===== config.mk =====
export PLATFORM = sky130hd
export DESIGN_NAME = ysyx_22040125_idu_stage
export DESIGN_NICKNAME = d
export VERILOG_FILES = /design/src/rtl/ysyx_22040125_idu_stage.sv
export SDC_FILE = /design/constraint.sdc
export NUM_CORES = 1
export LEC_CHECK = 0
export ABC_CLOCK_PERIOD_IN_PS = 26400
export CAP_MARGIN = 10
export CORE_ASPECT_RATIO = 0.9
export CORE_UTILIZATION = 38
export CTS_BUF_LIST = sky130_fd_sc_hd__clkbuf_4
export DETAILED_ROUTE_END_ITERATION = 12
export DONT_BUFFER_PORTS = 1
export PLACE_DENSITY_LB_ADDON = 0.15
export SYNTH_ARGS = -nofsm -noshare
export SYNTH_HDL_FRONTEND = slang
export SYNTH_SLANG_ARGS = --single-unit

===== constraint.sdc =====
create_clock -name clk -period 26.4 [get_ports clk]
set_clock_uncertainty 0.2 [all_clocks]
set_input_delay 6.6 -clock clk [delete_from_list [all_inputs] [get_ports clk]]
set_output_delay 6.6 -clock clk [all_outputs]
set_load 0.01 [all_outputs]

===== src/rtl/ysyx_22040125_idu_stage.sv =====
// Registered RV32/RV64 decode stage. Each accepted instruction is decoded
// combinationally and the decoded record is stored in a DEPTH-entry FIFO.
// The outputs always show the FIFO head.
//
// Handshake semantics (both sides):
//   A transfer happens on a rising edge where valid && ready && !flush.
//   in_ready depends only on the current occupancy (count < DEPTH).
//   out_valid depends only on the current occupancy (count != 0).
//   Neither ready nor valid looks at the other side in the same cycle, so
//   there is no combinational path from the input side to the output side.
//   flush drops every buffered entry and any same-cycle push or pop.
module ysyx_22040125_idu_stage #(
  parameter int XLEN  = 64,
  parameter bit EN_M  = 1'b1,
  parameter int DEPTH = 2
) (
  input  logic            clk,
  input  logic            rst,
  input  logic            flush,
  input  logic            in_valid,
  output logic            in_ready,
  input  logic [31:0]     in_inst,
  input  logic [XLEN-1:0] in_pc,
  output logic            out_valid,
  input  logic            out_ready,
  output logic [XLEN-1:0] out_pc,
  output logic [XLEN-1:0] out_imm,
  output logic [14:0]     out_op,
  output logic [4:0]      out_rs1,
  output logic [4:0]      out_rs2,
  output logic [4:0]      out_rd,
  output logic            out_reg_wen,
  output logic            out_mem_ren,
  output logic            out_mem_wen,
  output logic [1:0]      out_mem_size,
  output logic            out_mem_uns,
  output logic [5:0]      out_br,
  output logic            out_w,
  output logic            out_ebreak,
  output logic            out_illegal
);

  localparam bit RV64 = (XLEN == 64);
  localparam int PTR_W = (DEPTH > 1) ? $clog2(DEPTH) : 1;
  localparam int CNT_W = $clog2(DEPTH + 1);
  localparam logic [CNT_W-1:0] DEPTH_C = CNT_W'(DEPTH);
  localparam logic [PTR_W-1:0] LAST_P  = PTR_W'(DEPTH - 1);
  localparam logic [31:0] EBREAK = 32'h00100073;

  localparam logic [14:0] OP_ADD  = 15'h0001;
  localparam logic [14:0] OP_SUB  = 15'h0002;
  localparam logic [14:0] OP_SLL  = 15'h0004;
  localparam logic [14:0] OP_SLT  = 15'h0008;
  localparam logic [14:0] OP_SLTU = 15'h0010;
  localparam logic [14:0] OP_XOR  = 15'h0020;
  localparam logic [14:0] OP_SRL  = 15'h0040;
  localparam logic [14:0] OP_SRA  = 15'h0080;
  localparam logic [14:0] OP_OR   = 15'h0100;
  localparam logic [14:0] OP_AND  = 15'h0200;
  localparam logic [14:0] OP_LUI  = 15'h0400;
  localparam logic [14:0] OP_JAL  = 15'h0800;
  localparam logic [14:0] OP_MUL  = 15'h1000;
  localparam logic [14:0] OP_DIV  = 15'h2000;
  localparam logic [14:0] OP_REM  = 15'h4000;

  typedef struct packed {
    logic [XLEN-1:0] pc;
    logic [XLEN-1:0] imm;
    logic [14:0]     op;
    logic [4:0]      rs1;
    logic [4:0]      rs2;
    logic [4:0]      rd;
    logic            reg_wen;
    logic            mem_ren;
    logic            mem_wen;
    logic [1:0]      mem_size;
    logic            mem_uns;
    logic [5:0]      br;
    logic            w;
    logic            ebreak;
    logic            illegal;
  } entry_t;

  logic [6:0]      opcode;
  logic [2:0]      funct3;
  logic [6:0]      funct7;
  logic            shamt_ok;
  logic [XLEN-1:0] imm_i, imm_s, imm_b, imm_u, imm_j;
  entry_t          dec;
  logic            legal;

  assign opcode = in_inst[6:0];
  assign funct3 = in_inst[14:12];
  assign funct7 = in_inst[31:25];
  // On RV32 the shift amount is only 5 bits, so inst[25] must stay clear.
  assign shamt_ok = RV64 || !in_inst[25];

  assign imm_i = XLEN'($signed(in_inst[31:20]));
  assign imm_s = XLEN'($signed({in_inst[31:25], in_inst[11:7]}));
  assign imm_b = XLEN'($signed({in_inst[31], in_inst[7], in_inst[30:25], in_inst[11:8], 1'b0}));
  assign imm_u = XLEN'($signed({in_inst[31:12], 12'b0}));
  assign imm_j = XLEN'($signed({in_inst[31], in_inst[19:12], in_inst[20], in_inst[30:21], 1'b0}));

  // Decode the offered instruction into a FIFO record; illegal encodings keep pc/fields only.
  always_comb begin
    dec     = '0;
    legal   = 1'b0;
    dec.pc  = in_pc;
    dec.rs1 = in_inst[19:15];
    dec.rs2 = in_inst[24:20];
    dec.rd  = in_inst[11:7];
    case (opcode)
      7'b0110111: begin
        legal = 1'b1; dec.op = OP_LUI; dec.imm = imm_u; dec.reg_wen = 1'b1;
      end
      7'b0010111: begin
        legal = 1'b1; dec.op = OP_ADD; dec.imm = imm_u; dec.reg_wen = 1'b1;
      end
      7'b1101111: begin
        legal = 1'b1; dec.op = OP_JAL; dec.imm = imm_j; dec.reg_wen = 1'b1;
      end
      7'b1100111: begin
        legal = (funct3 == 3'b000); dec.op = OP_JAL; dec.imm = imm_i; dec.reg_wen = 1'b1;
      end
      7'b1100011: begin
        legal = 1'b1; dec.op = OP_ADD; dec.imm = imm_b;
        case (funct3)
          3'b000:  dec.br = 6'b100000;
          3'b001:  dec.br = 6'b010000;
          3'b100:  dec.br = 6'b001000;
          3'b101:  dec.br = 6'b000100;
          3'b110:  dec.br = 6'b000010;
          3'b111:  dec.br = 6'b000001;
          default: legal = 1'b0;
        endcase
      end
      7'b0000011: begin
        legal = (funct3 != 3'b111) && (RV64 || (funct3 != 3'b011 && funct3 != 3'b110));
        dec.op = OP_ADD; dec.imm = imm_i; dec.reg_wen = 1'b1; dec.mem_ren = 1'b1;
        dec.mem_size = funct3[1:0]; dec.mem_uns = funct3[2];
      end
      7'b0100011: begin
        legal = !funct3[2] && (RV64 || funct3[1:0] != 2'b11);
        dec.op = OP_ADD; dec.imm = imm_s; dec.mem_wen = 1'b1; dec.mem_size = funct3[1:0];
      end
      7'b0010011: begin
        legal = 1'b1; dec.imm = imm_i; dec.reg_wen = 1'b1;
        case (funct3)
          3'b000: dec.op = OP_ADD;
          3'b010: dec.op = OP_SLT;
          3'b011: dec.op = OP_SLTU;
          3'b100: dec.op = OP_XOR;
          3'b110: dec.op = OP_OR;
          3'b111: dec.op = OP_AND;
          3'b001: begin
            dec.op = OP_SLL;
            legal  = shamt_ok && (in_inst[31:26] == 6'b000000);
          end
          default: begin
            dec.op = in_inst[30] ? OP_SRA : OP_SRL;
            legal  = shamt_ok && (in_inst[31:26] == 6'b000000 || in_inst[31:26] == 6'b010000);
          end
        endcase
      end
      7'b0011011: begin
        dec.imm = imm_i; dec.reg_wen = 1'b1; dec.w = 1'b1;
        case (funct3)
          3'b000:  begin legal = 1'b1; dec.op = OP_ADD; end
          3'b001:  begin legal = (funct7 == 7'b0000000); dec.op = OP_SLL; end
          3'b101:  begin
            legal  = (funct7 == 7'b0000000 || funct7 == 7'b0100000);
            dec.op = in_inst[30] ? OP_SRA : OP_SRL;
          end
          default: legal = 1'b0;
        endcase
        legal = legal && RV64;
      end
      7'b0110011: begin
        dec.reg_wen = 1'b1;
        case (funct7)
          7'b0000000: begin
            legal = 1'b1;
            case (funct3)
              3'b000:  dec.op = OP_ADD;
              3'b001:  dec.op = OP_SLL;
              3'b010:  dec.op = OP_SLT;
              3'b011:  dec.op = OP_SLTU;
              3'b100:  dec.op = OP_XOR;
              3'b101:  dec.op = OP_SRL;
              3'b110:  dec.op = OP_OR;
              default: dec.op = OP_AND;
            endcase
          end
          7'b0100000: begin
            legal  = (funct3 == 3'b000 || funct3 == 3'b101);
            dec.op = (funct3 == 3'b000) ? OP_SUB : OP_SRA;
          end
          7'b0000001: begin
            legal  = EN_M;
            dec.op = !funct3[2] ? OP_MUL : (funct3[1] ? OP_REM : OP_DIV);
          end
          default: legal = 1'b0;
        endcase
      end
      7'b0111011: begin
        dec.reg_wen = 1'b1; dec.w = 1'b1;
        case (funct7)
          7'b0000000: begin
            legal  = (funct3 == 3'b000 || funct3 == 3'b001 || funct3 == 3'b101);
            dec.op = (funct3 == 3'b000) ? OP_ADD : ((funct3 == 3'b001) ? OP_SLL : OP_SRL);
          end
          7'b0100000: begin
            legal  = (funct3 == 3'b000 || funct3 == 3'b101);
            dec.op = (funct3 == 3'b000) ? OP_SUB : OP_SRA;
          end
          7'b0000001: begin
            // Only mulw/divw/divuw/remw/remuw exist in the 32-bit form.
            legal  = EN_M && (funct3 == 3'b000 || funct3[2]);
            dec.op = !funct3[2] ? OP_MUL : (funct3[1] ? OP_REM : OP_DIV);
          end
          default: legal = 1'b0;
        endcase
        legal = legal && RV64;
      end
      default: begin
        if (in_inst == EBREAK) begin
          legal = 1'b1; dec.ebreak = 1'b1; dec.rs1 = 5'd10;
        end
      end
    endcase
    if (!legal) begin
      dec.op       = '0;
      dec.reg_wen  = 1'b0;
      dec.mem_ren  = 1'b0;
      dec.mem_wen  = 1'b0;
      dec.mem_size = 2'b00;
      dec.mem_uns  = 1'b0;
      dec.br       = '0;
      dec.w        = 1'b0;
      dec.illegal  = 1'b1;
    end
  end

  entry_t           fifo_q [DEPTH];
  logic [PTR_W-1:0] wr_q, wr_d, rd_q, rd_d;
  logic [CNT_W-1:0] cnt_q, cnt_d;
  logic             push, pop;

  assign in_ready  = (cnt_q < DEPTH_C);
  assign out_valid = (cnt_q != '0);
  assign push      = in_valid && in_ready && !flush;
  assign pop       = out_valid && out_ready && !flush;

  // Next pointer/occupancy: flush zeroes everything, otherwise pointers wrap at DEPTH.
  always_comb begin
    wr_d  = wr_q;
    rd_d  = rd_q;
    cnt_d = cnt_q;
    if (flush) begin
      wr_d  = '0;
      rd_d  = '0;
      cnt_d = '0;
    end else begin
      if (push) wr_d = (wr_q == LAST_P) ? '0 : wr_q + 1'b1;
      if (pop)  rd_d = (rd_q == LAST_P) ? '0 : rd_q + 1'b1;
      cnt_d = cnt_q + CNT_W'(push) - CNT_W'(pop);
    end
  end

  // FIFO state; reset also clears entries so the idle head reads as all zeros.
  always_ff @(posedge clk) begin
    if (rst) begin
      cnt_q <= '0;
      wr_q  <= '0;
      rd_q  <= '0;
      for (int i = 0; i < DEPTH; i++) fifo_q[i] <= '0;
    end else begin
      cnt_q <= cnt_d;
      wr_q  <= wr_d;
      rd_q  <= rd_d;
      if (push) fifo_q[wr_q] <= dec;
    end
  end

  entry_t head;
  assign head = fifo_q[rd_q];

  assign out_pc       = head.pc;
  assign out_imm      = head.imm;
  assign out_op       = head.op;
  assign out_rs1      = head.rs1;
  assign out_rs2      = head.rs2;
  assign out_rd       = head.rd;
  assign out_reg_wen  = head.reg_wen;
  assign out_mem_ren  = head.mem_ren;
  assign out_mem_wen  = head.mem_wen;
  assign out_mem_size = head.mem_size;
  assign out_mem_uns  = head.mem_uns;
  assign out_br       = head.br;
  assign out_w        = head.w;
  assign out_ebreak   = head.ebreak;
  assign out_illegal  = head.illegal;

endmodule


==> metrics.cfg <==
[outcome]
status=finished clean

[flow_run]
cap_violations=0

[final_layout]
drive_gt1_share_pct=29.6
fin_nets=1077
design_area_sq_mm=0.0145
final_util_pct=42.5
area_delta_synth_final_pct=9.19

[clock_network]
cts_hold_buf=0
max-clock-path-buffers=3
cts_sinks=287
htreeDepth=3
cts_tree=yes
cts_setup_buffers=0
cts.clk_slew.worst_paths_ns=0.06
clk_latency_ns=0.70
clockRootBuffer=clkbuf_4
cts_buffers=81
cts-resized-gates=0

[route]
wl_microns=33900
drc_errors=0
vias=7938
drtIter0Drc=458
detail-route-antenna-nets=0
firstDrtPassIters=4
wl_per_cell_microns=22.7
vias_per_cell=5.32

[critical_path]
r2r_cells=4
reg2reg_slack_ns=22.74
r2r-end=fifo_q[1][47]
crit_path_cell_trace=buf_4 > mux2_2
critPathKind=register to output port
rr_startpoint=wr_q
cp_max_fo=58
slowest_delay_ns=0.73
critPathLaunchType=register
critPathRequiredTime_ns=19.60
slowest_stage=buf_4
cp.arrival_ns=2.66
cp-endpoint=out_rs1[1]
crit_path_end_kind=output port

[grt]
grt.total_usage_pct=19.0
grt_pass1_wl_microns=50200
overflow=0
grt_max_degree=86
grt_pass1_vias=7920
antenna_found_initial=1

[sta]
rsz0062_at_grt=no
layout_min_cycle_time_ns=9.46
worst-slew-pin-transition_ns=1.10
hold_violations=0
slew_headroom_pct=26.4
tns_ns=0
setup-violations-final=0
fmaxAchievable_ghz=0.106
timing.final.ws_setup_ns=16.94
drv_slew=0
finalCritPeriodShare_pct=35.8

[power_and_ir_drop]
combPwrFrac_pct=6.4
clockPowerShare_pct=40.5
p_sw_share_pct=23.1
p_leak_nw=5.46
p_int_uw=765
p_sw_uw=231
vdd_drop_max_uv=29.9
p_per_area_mw_per_mm2=68.6
pwr-share-seq_pct=53.1

[synthesis]
synthesis.nets=1083
synth.avg_cell_area_sq_um=13.6
synth_top_area_share_pct=63.7
synth_area_sq_mm=0.0133
ys_seq_area_share_pct=64.4
yosysWarnings=0
yosysUniqueCellTypes=58
synth_cells=980
synth_top_flop_cell=edfxtp_1
synth.ff_latch_count=287
yosysTopAreaCell=edfxtp_1
synth_edf_count=282
synth_area_leaders=edfxtp_1 (64%), mux2_2 (12%), and3_1 (4.2%)
async_flop_share_pct=0

[placed_design]
gp_congestion=0.831
dpl_worst_slack_ns=16.93
dp_hpwl_microns=20500
place_area_sq_mm=0.0135
io_buffers=0

[die]
die-area_sq_mm=0.0357
pin_count=276
core_sq_mm=0.0342
num_rows=64
initial_core_util_pct=38.9
die_y_microns=179
die_x_microns=199

[hold_path]
hold_class=register to register

[cell usage after synthesis, drive strengths merged, types with 2 or more instances]
cell type / instances
buf: 39
dfxtp: 5
and2: 82
xor2: 3
nor3: 38
nand3: 8
nor2b: 3
xnor2: 2
o22a: 2
nor2: 73
edfxtp: 282
ha: 2
or3: 7
or4b: 2
o21bai: 4
mux2: 141
and3: 90
clkbuf: 63
nand2: 35
a32oi: 2
a21boi: 2
nand4: 4
a22oi: 6
a21oi: 34
nand2b: 4
o21ai: 4
or2: 4
or4: 3
o41ai: 2
nor4: 7
nor4b: 4
inv: 7
nand3b: 3
[logic make-up after synthesis]
kind of cell | after synthesis | synth area share [%]
AO/OA/AOI/OAI | 65 | 3.21
buffers and inverters | 109 | 4.12
AND/OR/NAND/NOR | 371 | 15.8
XOR/XNOR | 5 | 0.329
flip-flops | 287 | 64.4
multiplexers | 141 | 11.9
adder cells (fa/ha/maj) | 2 | 0.188
[per-stage QoR]
step | hold slack (ns) | power [mW] | std cells
floorplan | 0.320 | 0.594 | 980
global placement | 0.361 | 0.603 | 1353
detailed placement | 0.361 | 0.604 | 1353
CTS | 0.383 | 1.02 | 1492
global route | 0.432 | 1.05 | 1493
finish | 0.386 | 0.996 | 1493
[registers in the layout, indices dropped and copies added (netlist names), named ones only]
register,cells
fifo_q,282
rd_q,1
wr_q,1
cnt_q,2
[power by group through the flow]
| stage | clock, mW | sequential (mW) | combinational [mW] |
|---|---|---|---|
| global route | 0.446 | 0.531 | 0.0692 |
| global placement | 0 | 0.538 | 0.0657 |
| finish | 0.403 | 0.529 | 0.0639 |
| floorplan | 0 | 0.540 | 0.0537 |
| CTS | 0.422 | 0.529 | 0.0657 |
| detailed placement | 0 | 0.538 | 0.0653 |
[routing by layer]
| layer | GRT usage [%] | vias up | wire length (microns) |
|---|---|---|---|
| li1 | - | 3634 | - |
| met1 | 24.6 | 3982 | 14500 |
| met2 | 28.8 | 269 | 15800 |
| met3 | 7.17 | 53 | 2960 |
| met4 | 7.11 | 0 | 674 |
| met5 | 0 | - | 0 |
[layout make-up]
cell class	instances	area, sq um
fill	3220	19700
sequential	287	8570
antenna	1	2.50
timing repair buffer	13	97.6
clock inverter	14	80.1
tap	462	578
clock buffer	125	938
inverter	7	26.3
multi-input combinational	584	4220
[critical path, delay by kind of cell (launching register included)]
family	cells	cell delay, ns
buffers and inverters	1	0.73
muxes	1	0.47
DFF	1	0.65
[layout by cell type (no fill, tap or decap), types with 3 or more instances in the layout]
| master | count |
|---|---|
| a21oi_1 | 34 |
| a22oi_1 | 6 |
| and2_1 | 81 |
| and3_1 | 90 |
| buf_4 | 13 |
| clkbuf_4 | 125 |
| clkinv_1 | 10 |
| dfxtp_1 | 3 |
| edfxtp_1 | 282 |
| inv_1 | 7 |
| mux2_2 | 140 |
| nand2_1 | 35 |
| nand2b_1 | 4 |
| nand3_1 | 8 |
| nand3b_1 | 3 |
| nand4_1 | 4 |
| nor2_1 | 72 |
| nor2b_1 | 3 |
| nor3_1 | 36 |
| nor4_1 | 3 |
| nor4b_1 | 4 |
| o21ai_0 | 4 |
| o21bai_1 | 3 |
| or2_2 | 4 |
| or3_1 | 5 |
| xor2_1 | 3 |
[how the worst min path moves through the flow]
stage	startpoint	to	slack [ns]	cells past startpoint
after floorplan	rd_q	register	0.32	2
after global placement	rd_q	rd_q	0.36	2
after detailed placement	rd_q	register	0.36	2
after CTS	rd_q	rd_q	0.38	2
after global routing	rd_q	register	0.43	2
final	rd_q	rd_q	0.39	2
Power figures use the tool's default switching activity.
